===== src/rtl/fp_mac_pkg.sv =====
// Shared field widths and the result-entry record for the fp8 x fp8 + fp16 MAC arbiter.
package fp_mac_pkg;

  localparam int unsigned FP8_W     = 8;
  localparam int unsigned FP8_EXP_W = 5;
  localparam int unsigned FP8_MAN_W = 2;
  localparam int unsigned FP16_W    = 16;
  localparam int unsigned FP32_W    = 32;

  // Entry fields are sized for the widest supported config; unused upper bits are constant zero.
  localparam int unsigned RSP_ID_MAX_W  = 8;
  localparam int unsigned RSP_TAG_MAX_W = 16;

  typedef struct packed {
    logic [RSP_ID_MAX_W-1:0]  id;
    logic [RSP_TAG_MAX_W-1:0] tag;
    logic [FP32_W-1:0]        data;
  } rsp_entry_t;

endpackage


===== src/rtl/fp_mac_rsp_fifo.sv =====
// Result FIFO (power-of-two depth); head is presented combinationally and reads as zero when empty.
module fp_mac_rsp_fifo
  import fp_mac_pkg::*;
#(
  parameter int unsigned DEPTH = 4
) (
  input  logic       clk,
  input  logic       rst,
  input  logic       push,
  input  rsp_entry_t push_data,
  input  logic       pop,
  output rsp_entry_t head,
  output logic       empty
);

  localparam int unsigned AW    = $clog2(DEPTH);
  localparam int unsigned CNT_W = AW + 1;

  rsp_entry_t       mem [DEPTH];
  logic [AW-1:0]    wr_ptr;
  logic [AW-1:0]    rd_ptr;
  logic [CNT_W-1:0] count;
  logic             do_pop;

  assign empty  = (count == '0);
  assign do_pop = pop && !empty;
  assign head   = empty ? '0 : mem[rd_ptr];

  always_ff @(posedge clk or posedge rst) begin
    if (rst) begin
      wr_ptr <= '0;
      rd_ptr <= '0;
      count  <= '0;
    end else begin
      if (push)   wr_ptr <= wr_ptr + AW'(1);
      if (do_pop) rd_ptr <= rd_ptr + AW'(1);
      case ({push, do_pop})
        2'b10:   count <= count + CNT_W'(1);
        2'b01:   count <= count - CNT_W'(1);
        default: count <= count;
      endcase
    end
  end

  always_ff @(posedge clk) begin
    if (push) mem[wr_ptr] <= push_data;
  end

endmodule


===== src/rtl/fp_mac_arbiter.sv =====
// Round-robin, credit-limited arbiter sharing one fp MAC adder among NUM_REQ requesters.
// Optional per-requester grant counters are enabled with `define FP_MAC_ARB_STATS_EN.
module fp_mac_arbiter
  import fp_mac_pkg::*;
#(
  parameter int unsigned NUM_REQ   = 2,
  parameter int unsigned TAG_W     = 4,
  parameter int unsigned ADD_LAT   = 1,
  parameter int unsigned RSP_DEPTH = 4,
  localparam int unsigned ID_W     = (NUM_REQ > 1) ? $clog2(NUM_REQ) : 1
) (
  input  logic                     clk,
  input  logic                     rst,
  input  logic [NUM_REQ-1:0]       req_valid,
  output logic [NUM_REQ-1:0]       req_ready,
  input  logic [8*NUM_REQ-1:0]     req_a,
  input  logic [8*NUM_REQ-1:0]     req_b,
  input  logic [16*NUM_REQ-1:0]    req_c,
  input  logic [TAG_W*NUM_REQ-1:0] req_tag,
  output logic                     add_valid,
  output logic [7:0]               add_fp_1,
  output logic [7:0]               add_fp_2,
  output logic [15:0]              add_in16,
  input  logic [31:0]              add_result,
  output logic                     rsp_valid,
  input  logic                     rsp_ready,
  output logic [ID_W-1:0]          rsp_id,
  output logic [TAG_W-1:0]         rsp_tag,
  output logic [31:0]              rsp_data,
  output logic                     busy
`ifdef FP_MAC_ARB_STATS_EN
  ,
  output logic [16*NUM_REQ-1:0]    grant_cnt
`endif
);

  localparam int unsigned CW = $clog2(RSP_DEPTH + 1);

  logic [ID_W-1:0]   rr_ptr;
  logic [ID_W-1:0]   gnt_id;
  logic              gnt_any;
  logic              issue;
  logic              pop;
  logic [CW-1:0]     credit_used;
  logic [7:0]        hold_a, hold_b;
  logic [15:0]       hold_c;
  logic [ADD_LAT-1:0] pipe_v;
  logic [ID_W-1:0]   pipe_id  [ADD_LAT];
  logic [TAG_W-1:0]  pipe_tag [ADD_LAT];
  rsp_entry_t        push_data;
  rsp_entry_t        head;
  logic              fifo_empty;
  logic              unused_head;

  always_comb begin
    int unsigned idx;
    idx     = 0;
    gnt_any = 1'b0;
    gnt_id  = '0;
    for (int unsigned k = 0; k < NUM_REQ; k++) begin
      idx = (32'(rr_ptr) + k) % NUM_REQ;
      if (!gnt_any && req_valid[idx]) begin
        gnt_any = 1'b1;
        gnt_id  = ID_W'(idx);
      end
    end
  end

  // Credits count every issued op until popped, so the FIFO can never overflow.
  assign issue = gnt_any && (credit_used < CW'(RSP_DEPTH)) && !rst;
  assign pop   = rsp_valid && rsp_ready;
  assign busy  = (credit_used != '0);

  always_comb begin
    req_ready = '0;
    if (issue) req_ready[gnt_id] = 1'b1;
  end

  assign add_valid = issue;
  assign add_fp_1  = issue ? req_a[32'(gnt_id)*8 +: 8]   : hold_a;
  assign add_fp_2  = issue ? req_b[32'(gnt_id)*8 +: 8]   : hold_b;
  assign add_in16  = issue ? req_c[32'(gnt_id)*16 +: 16] : hold_c;

  always_ff @(posedge clk or posedge rst) begin
    if (rst) begin
      rr_ptr      <= '0;
      credit_used <= '0;
      hold_a      <= '0;
      hold_b      <= '0;
      hold_c      <= '0;
    end else begin
      if (issue) begin
        rr_ptr <= (32'(gnt_id) == NUM_REQ - 1) ? '0 : gnt_id + ID_W'(1);
        hold_a <= add_fp_1;
        hold_b <= add_fp_2;
        hold_c <= add_in16;
      end
      case ({issue, pop})
        2'b10:   credit_used <= credit_used + CW'(1);
        2'b01:   credit_used <= credit_used - CW'(1);
        default: credit_used <= credit_used;
      endcase
    end
  end

  always_ff @(posedge clk or posedge rst) begin
    if (rst) begin
      pipe_v <= '0;
    end else begin
      pipe_v[0] <= issue;
      for (int unsigned i = 1; i < ADD_LAT; i++) pipe_v[i] <= pipe_v[i-1];
    end
  end

  always_ff @(posedge clk) begin
    pipe_id[0]  <= gnt_id;
    pipe_tag[0] <= req_tag[32'(gnt_id)*TAG_W +: TAG_W];
    for (int unsigned i = 1; i < ADD_LAT; i++) begin
      pipe_id[i]  <= pipe_id[i-1];
      pipe_tag[i] <= pipe_tag[i-1];
    end
  end

  always_comb begin
    push_data      = '0;
    push_data.id   = RSP_ID_MAX_W'(pipe_id[ADD_LAT-1]);
    push_data.tag  = RSP_TAG_MAX_W'(pipe_tag[ADD_LAT-1]);
    push_data.data = add_result;
  end

  fp_mac_rsp_fifo #(
    .DEPTH (RSP_DEPTH)
  ) u_rsp_fifo (
    .clk       (clk),
    .rst       (rst),
    .push      (pipe_v[ADD_LAT-1]),
    .push_data (push_data),
    .pop       (pop),
    .head      (head),
    .empty     (fifo_empty)
  );

  assign rsp_valid   = !fifo_empty;
  assign rsp_id      = head.id[ID_W-1:0];
  assign rsp_tag     = head.tag[TAG_W-1:0];
  assign rsp_data    = head.data;
  assign unused_head = ^head;

`ifdef FP_MAC_ARB_STATS_EN
  always_ff @(posedge clk or posedge rst) begin
    if (rst) begin
      grant_cnt <= '0;
    end else begin
      for (int unsigned i = 0; i < NUM_REQ; i++) begin
        if (req_valid[i] && req_ready[i] && grant_cnt[16*i +: 16] != 16'hFFFF)
          grant_cnt[16*i +: 16] <= grant_cnt[16*i +: 16] + 16'd1;
      end
    end
  end
`endif

endmodule


===== config.mk =====
export PLATFORM = sky130hd
export DESIGN_NAME = fp_mac_arbiter
export DESIGN_NICKNAME = d
export VERILOG_FILES = /design/src/rtl/fp_mac_pkg.sv /design/src/rtl/fp_mac_rsp_fifo.sv /design/src/rtl/fp_mac_arbiter.sv
export SDC_FILE = /design/constraint.sdc
export NUM_CORES = 1
export LEC_CHECK = 0
export ABC_AREA = 1
export CORE_ASPECT_RATIO = 1.5
export CORE_UTILIZATION = 45
export CTS_BUF_LIST = sky130_fd_sc_hd__clkbuf_16
export CTS_CLUSTER_DIAMETER = 200
export DETAILED_ROUTE_END_ITERATION = 6
export PLACE_DENSITY = 0.72
export SLEW_MARGIN = 20
export SYNTH_ARGS = -nofsm -noshare
export SYNTH_HDL_FRONTEND = slang
export SYNTH_SLANG_ARGS = --single-unit

===== constraint.sdc =====
create_clock -name clk -period 4.15 [get_ports clk]
set_clock_uncertainty 0.2 [all_clocks]
set_input_delay 0.6225 -clock clk [delete_from_list [all_inputs] [get_ports clk]]
set_output_delay 0.6225 -clock clk [all_outputs]
set_load 0.1 [all_outputs]

* Yosys cells after proc, flatten, opt, wreduce, memory -nomap -nowiden
Memory sizes are Yosys's and may differ from the RTL's.
Index checks and enable logic that the tools add are counted.
W data, S select, Z words.
** Operators by class
- Add/sub/neg operators :: 8
- Order comparisons :: 5
- Equality and inequality tests :: 4
- Shift operators :: 4
- Muxes and demuxes :: 20
- Reduce and logical (&&, ||, !) cells :: 13
** Operator list (count)
- $mux W49 :: 1
- $shiftx A16 B5 Y8 :: 2
- $shiftx A32 B6 Y16 :: 1
- $mux W16 :: 1
- $mux W8 :: 2
- $mux W1 :: 12
- $pmux W3 S2 :: 2
- $shiftx A8 B4 Y4 :: 1
- $add A3 B1 Y3 const B :: 2
- $logic_and A1 B1 Y1 :: 6
- $lt A1 B2 Y1 const B :: 3
- $sub A3 B1 Y3 const B :: 2
- $add A2 B1 Y2 const B :: 2
- $eq A2 B1 Y1 const B :: 2
- $eq A2 B2 Y1 const B :: 2
- $reduce_bool A2 Y1 :: 2
- $logic_not A1 Y1 :: 3
- $logic_not A3 Y1 :: 1
- $lt A3 B3 Y1 const B :: 1
- $reduce_bool A3 Y1 :: 1
- $add A1 B1 Y1 const B :: 2
- $mux W2 :: 1
- $demux W1 S1 :: 1
- $ge A1 B1 Y1 const B :: 1
** Word-level totals
- Register bits after elaboration :: 44
- Bits in writable memories :: 153
- Input bits :: 109
- Memories kept :: 3
** Memories
- u_rsp_fifo.mem :: words 4, bits a word 37, rd ports 1, clocked after Yosys merged registers in 0, wr ports 1, line fp_mac_rsp_fifo.sv:19 : rsp_entry_t mem [DEPTH];
- pipe_tag :: words 1, bits a word 4, rd ports 1, clocked after Yosys merged registers in 0, wr ports 1, line fp_mac_arbiter.sv:49 : logic [TAG_W-1:0] pipe_tag [ADD_LAT];
- pipe_id :: words 1, bits a word 1, rd ports 1, clocked after Yosys merged registers in 0, wr ports 1, line fp_mac_arbiter.sv:48 : logic [ID_W-1:0] pipe_id [ADD_LAT];

* Longest topological paths before layout
Gate-level depths: netlist of run 1.
- Depth in word-level cells :: 11
- Depth in mapped cells :: 12

* By module
Synthesis of run 1 repeated with hierarchy kept, for this count alone.
** Second synthesis, totals
- Cells, all modules :: 1208
- Area total of the unflattened synthesis :: 12129.1 sq um
** Modules (own cells, without submodules)
- fp_mac_rsp_fifo :: instances 1, cells an instance 940, area each 9968.3 sq um
- fp_mac_arbiter :: instances 1, cells an instance 268, area each 2160.8 sq um

* Worst setup path after synthesis of run 1
Ideal clock, no wire load.
- Path type :: input port to output port
- From :: in rst
- To :: out add_in16[2]
- Arrival :: 3.248 ns
- Setup slack :: 0.079 ns
- Stages on the path :: 6
- Path buffers :: 1
- Cells stage by stage :: inv_1 > nand2_1 > nor2_4 > buf_4 > nand3_1 > nand3_1
** Between the ends
- Cells in the longest elaborated chain, start to end :: 3
** Ends and longest elaborated chain
- from (decl) :: line fp_mac_arbiter.sv:13 : input logic rst,
- $logic_not A1 Y1 (no line)
- $logic_and A1 B1 Y1 :: line fp_mac_arbiter.sv:70 : assign issue = gnt_any && (credit_used < CW'(RSP_DEPTH)) && !rst;
- net add_valid :: line fp_mac_arbiter.sv:20 : output logic add_valid,
- $mux W16 :: line fp_mac_arbiter.sv:82 : assign add_in16 = issue ? req_c[32'(gnt_id)*16 +: 16] : hold_c;
- to (decl) :: line fp_mac_arbiter.sv:23 : output logic [15:0] add_in16,
The timed path passes the listed nets, and every way through them passes these cells.

* Final worst setup path of run 1
- From :: in req_valid[1]
- To :: out add_fp_1[5]
** Between the ends
- Cells in the longest elaborated chain, start to end :: 9
- Elaborated cells on any way between the ends :: 14
- Classes of those cells :: shift (1); mux (9); reduce/logical (4)
** Ends and longest elaborated chain
- from (decl) :: line fp_mac_arbiter.sv:14 : input logic [NUM_REQ-1:0] req_valid,
- branches (longest 8 deep; another with $shiftx A16 B5 Y8)
- $mux W8 * :: line fp_mac_arbiter.sv:80 : assign add_fp_1 = issue ? req_a[32'(gnt_id)*8 +: 8] : hold_a;
- to (decl) :: line fp_mac_arbiter.sv:21 : output logic [7:0] add_fp_1,
Every way passes the cells marked *. The select of a mux whose other input is x is not followed.

==> results.sh, run 1 <==
export IMPL_fmax_mhz=306
export IMPL_grt_start_max_net_pins=77
export IMPL_crit_end="add_fp_1[5]"
export IMPL_wire_per_inst_um=15.4
export IMPL_worst_pin_slew_ns=1.01
export IMPL_die_y_um=174
export IMPL_io_buffers=182
export IMPL_nets=1190
export IMPL_timing_rr_start="credit_used[2]"
export IMPL_hold_buffers=0
export IMPL_end_kind="output port"
export IMPL_place_gp_congestion=0.766
export IMPL_fp_dieArea_um2=20200
export IMPL_drv_cap=0
export IMPL_setup_viol=0
export IMPL_grt_pass1_wl_um=33000
export IMPL_hpwlAfterDp_um=13400
export IMPL_crit_required_ns=3.33
export IMPL_layout_drive_gt1_share_pct=11.6
export IMPL_post_cts_setup_buffers=0
export IMPL_clock_latency_ns=0.42
export IMPL_coreArea_um2=19200
export IMPL_rr_endpoint="credit_used[2]"
export IMPL_vias_per_cell=4.98
export IMPL_wl_um=20700
export IMPL_ff2ff_setup_slack_ns=1.87
export IMPL_gr_total_overflow=0
export IMPL_fin_util_pct=61.2
export IMPL_setup_tns_ns=0
export IMPL_cts_tree="yes"
export IMPL_hold_class="flip-flop to flip-flop"
export IMPL_cts_root_buffer="clkbuf_16"
export IMPL_report_final_hold_viol_count=0
export IMPL_criticalPathCategory="input port to output port"
export IMPL_num_antenna_cells=0
export IMPL_drtAntennaViolNets=0
export IMPL_worst_slack_ns=0.886
export IMPL_outcome="completed"
export IMPL_clk_path_buf_depth=2
export IMPL_period_share_pct=78.6
export IMPL_synth_cell_type_count=24
export IMPL_grt_usage_pct=21.5
export IMPL_place_ws_ns=0.844
export IMPL_synth_avg_cell_area_um2=9.78
export IMPL_final_max_slew_violation_count=0
export IMPL_holdWs_ns=0.273
export IMPL_cts_sinks=197
export IMPL_num_rows=62
export IMPL_worstPathMaxFanout=21
export IMPL_htreeDepth=4
export IMPL_cp_arrival_ns=2.44
export IMPL_synthCells=904
export IMPL_clkTransAtPathRegs_ns=0.07
export IMPL_ff2ff_path_depth=10
export IMPL_area_growth_pct=32.8
export IMPL_drt_initial_drc_count=335
export IMPL_synth_seq_cells=197
export IMPL_synth_net_count=1021
export IMPL_antenna_found_initial=2
export IMPL_grt_pass1_vias=6866
export IMPL_pin_count=183
export IMPL_layout_min_cycle_time_ns=3.26
export IMPL_ys_warn_count=0
export IMPL_dieWidth_um=116
export IMPL_rsz0062_at_grt="false"
export IMPL_cp_startpoint="req_valid[1]"
export IMPL_synth_area_um2=8840
export IMPL_vias=6687
export IMPL_synth_seq_area_share_pct=63.9
export IMPL_relSlewSlack_pct=32.5
export IMPL_cts_resized=0
export IMPL_drcViolationCount=0
export IMPL_start_util_pct=46.1
export IMPL_cts_buffers=17
export IMPL_dr_pass1_iters=4
export IMPL_worst_setup_path_start_kind="input port"
layout by cell type, fill, tap and decap left out, drive strengths merged, types with 4 or more instances in the layout:
cell type      instances
nand2                216
inv                  179
nand3                174
edfxtp               148
clkdlybuf4s50        110
buf                   88
dfrtp                 44
a21oi                 37
nand4                 34
clkbuf                17
clkinv                12
ha                     6
o21ai                  6
dfxtp                  5
nor2                   4
area by class of cell:
type                       instances  area [um2]
inverter                         176         661
clock inverter                    15         181
fill                            1546        7430
tap                              256         320
clock buffer                      17         425
sequential                       197        5650
multi-input combinational        483        2290
timing repair buffer             198        2210
cells by family after synthesis:
group / count (synthesis) / share of synthesized area, %
simple gates: 428 / 21.7
buf+inv: 224 / 10.2
flops: 197 / 63.9
compound gates: 43 / 2.48
fa+ha+maj: 8 / 1.30
xor+xnor: 4 / 0.397
layer usage:
metal	vias up	global-route usage (%)	part of all wire, %
met4	4	8.65	2.3
met3	33	6.99	7.1
met2	243	37.4	53
met5	-	0	0.12
li1	3294	-	-
met1	3113	23.6	37
worst max-delay path, cell delays in order:
cell             delay [ns]
clkdlybuf4s50_1        0.51
o21ai_2                0.47
buf_4                  0.35
nand2_1                0.13
nand3_1                0.16
buf_12                 0.19
synthesized netlist by cell type:
cell        n  share of area, %
nand3_1   174               9.9
fa_1        2              0.45
buf_2      26               1.5
xnor2_1     3              0.30
a21oi_1    37               2.1
nand2_1   216               9.2
clkbuf_1   13              0.55
o21ai_1     1             0.057
dfxtp_1     5               1.1
o21ai_2     1             0.099
buf_6       2              0.25
buf_1       3              0.13
nor2_4      1              0.13
o21ai_0     4              0.23
nor2_1      2             0.085
nor2_2      1             0.071
inv_2       2             0.085
inv_1     174               7.4
edfxtp_1  148                50
xor2_1      1             0.099
buf_4       4              0.34
dfrtp_1    44                12
nand4_1    34               2.4
ha_1        6              0.85
worst min path at each step:
stage                     slack, ns                start  cells after the start               endpoint
final                          0.27  u_rsp_fifo.count[2]                      2    u_rsp_fifo.count[2]
after global routing           0.29  u_rsp_fifo.count[0]                      1    u_rsp_fifo.count[0]
after CTS                      0.28  u_rsp_fifo.count[2]                      2    u_rsp_fifo.count[2]
after detailed placement       0.26       pipe_tag[0][1]                      0  u_rsp_fifo.mem[3][33]
after global placement         0.25       pipe_tag[0][1]                      0  u_rsp_fifo.mem[3][33]
after floorplan                0.24       pipe_tag[0][0]                      0  u_rsp_fifo.mem[0][32]
registers in the layout, summed over array words and instances, names as in the netlist:
register and flops:
u_rsp_fifo.mem 148, hold_c 16, hold_a 8, hold_b 8
pipe_tag 4, credit_used 3, u_rsp_fifo.count 3, u_rsp_fifo.rd_ptr 2
u_rsp_fifo.wr_ptr 2, pipe_id 1, pipe_v 1, rr_ptr 1
per-stage QoR:
step | cells | area, um2
3_3_place_gp | 1310 | 11100
5_1_grt | 1342 | 11700
2_1_floorplan | 904 | 8840
3_5_place_dp | 1310 | 11100
4_1_cts | 1342 | 11700
6_report | 1342 | 11700
Power of run 1 is not shown: default switching activity piles up to over one toggle a cycle in this logic, so the estimate is an artifact.
==> run 2, diff against run 1 <==
- PLACE_DENSITY: 0.72 -> 0.74
- clock period: 4.15 -> 3 ns (I/O delays scaled with it)
==> results.sh, run 2 (synthesis gave the netlist of run 1 again) <==
export IMPL_worstHoldStart="pipe_tag[0][0]"
export IMPL_htreeDepth=4
export IMPL_largest_reg_flops=148
export IMPL_final_max_slew_violation_count=0
export IMPL_crit_path_top_delay_cell="dfrtp_1"
export IMPL_wl_um=21700
export IMPL_crit_chain="inv_1 -> nand3_1 -> clkinv_2 -> buf_12 -> a21oi_1 -> buf_12"
export IMPL_cts_tree="yes"
export IMPL_regMostFlops="u_rsp_fifo.mem"
export IMPL_num_antenna_cells=0
export IMPL_rr_endpoint="credit_used[2]"
export IMPL_cpMostUsedCell="buf_12"
export IMPL_grt_pass1_wl_um=35300
export IMPL_drv_cap=0
export IMPL_dr_pass1_iters=5
export IMPL_worst_pin_slew_ns=0.617
export IMPL_setup_viol=0
export IMPL_grt_usage_pct=23.2
export IMPL_drt_initial_drc_count=440
export IMPL_coreArea_um2=19200
export IMPL_io_buffers=182
export IMPL_post_cts_setup_buffers=0
export IMPL_min_to="u_rsp_fifo.mem[3][32]"
export IMPL_gr_total_overflow=0
export IMPL_layout_min_cycle_time_ns=2.82
export IMPL_cts_resized=0
export IMPL_worst_setup_path_start_kind="flip-flop"
export IMPL_cts_sinks=197
export IMPL_relSlewSlack_pct=58.8
export IMPL_n_fill_cell=1427
export IMPL_place_gp_congestion=0.827
export IMPL_cp_startpoint="u_rsp_fifo.count[0]"
export IMPL_reg_top3="u_rsp_fifo.mem x148, hold_c x16"
export IMPL_layout_drive_gt1_share_pct=18.3
export IMPL_hpwlAfterDp_um=14500
export IMPL_start_util_pct=46.1
export IMPL_report_final_hold_viol_count=0
export IMPL_wire_per_inst_um=16.1
export IMPL_drcViolationCount=0
export IMPL_mostFrequentLayoutCell="nand2_1"
export IMPL_min_path_cells=0
export IMPL_cts_buffers=17
export IMPL_ff2ff_path_depth=11
export IMPL_fin_util_pct=66.6
export IMPL_clk_path_buf_depth=2
export IMPL_fp_dieArea_um2=20200
export IMPL_period_share_pct=94.1
export IMPL_timing_rr_start="u_rsp_fifo.count[0]"
export IMPL_worstPathMaxFanout=25
export IMPL_cts_root_buffer="clkbuf_16"
export IMPL_num_rows=62
export IMPL_drtAntennaViolNets=0
export IMPL_pin_count=183
export IMPL_cp_arrival_ns=2.17
export IMPL_clock_latency_ns=0.43
export IMPL_grt_start_max_net_pins=77
export IMPL_end_kind="output port"
export IMPL_nets=1200
export IMPL_antenna_found_initial=1
export IMPL_ff2ff_setup_slack_ns=0.94
export IMPL_outcome="completed"
export IMPL_grt_pass1_vias=7221
export IMPL_crit_required_ns=2.35
export IMPL_rsz0062_at_grt="false"
export IMPL_clkTransAtPathRegs_ns=0.07
export IMPL_vias=6893
export IMPL_die_y_um=174
export IMPL_hold_class="flip-flop to flip-flop"
export IMPL_hold_buffers=0
export IMPL_criticalPathCategory="flip-flop to output port"
export IMPL_cp_slowest_stage_delay_ns=0.38
export IMPL_area_growth_pct=44.5
export IMPL_mostFrequentLayoutCells="nand2_1, inv_1, nand3_1, edfxtp_1, clkdlybuf4s50_1"
export IMPL_vias_per_cell=5.10
export IMPL_fmax_mhz=354
export IMPL_dieWidth_um=116
run 2: cell count changes in the layout (fill, tap and decap cells not counted), moves of 5 or more:
cell / change
buf_4: -29
buf_12: +41
nand3_1: -26
a21oi_4: +30
a21oi_1: -30
nand3_2: +26
clkinv_8: -5
run 2: area by class of cell:
type	count	area [um2]	share of cell area, %
inverter	176	669	5.24
clock inverter	15	149	1.17
sequential	197	5650	44.2
multi-input combinational	483	2760	21.6
timing repair buffer	208	2800	21.9
clock buffer	17	425	3.33
tap	256	320	2.51
run 2: worst max path at each step:
stage	to	slack, ns	cells after the start
after CTS	rsp_data[23]	0.12	6
after global placement	add_fp_1[7]	0.28	6
after detailed placement	add_fp_1[3]	0.25	6
final	rsp_data[26]	0.18	6
after global routing	rsp_data[26]	0.06	6
after floorplan	rsp_data[22]	-0.54	4
run 2: worst max-delay path: cells and delay by family (launching register included):
kind	cells	cell delay, ns
buf+inv	4	0.89
flops	1	0.38
compound gates	1	0.32
simple gates	1	0.14
run 2: routing by layer:
metal | part of all wire (%) | GRT usage, % | vias up
met5 | 0.055 | 0 | -
met2 | 53 | 41.5 | 241
met3 | 7.0 | 6.64 | 46
met1 | 36 | 24.8 | 3295
li1 | - | - | 3309
met4 | 3.1 | 10.1 | 2
run 2: metrics by stage:
stage                     setup slack (ns)  setup TNS (ns)  hold WS (ns)  cells  instance area [um2]
after floorplan                     -0.539           -4.04         0.238    904                 9320
after global placement               0.279               0         0.251   1320                12200
after detailed placement             0.255               0         0.260   1320                12200
after CTS                            0.124               0         0.266   1352                12800
after global routing                0.0581               0         0.298   1352                12800
final                                0.176               0         0.275   1352                12800
Power of run 2 is left out for the same reason.
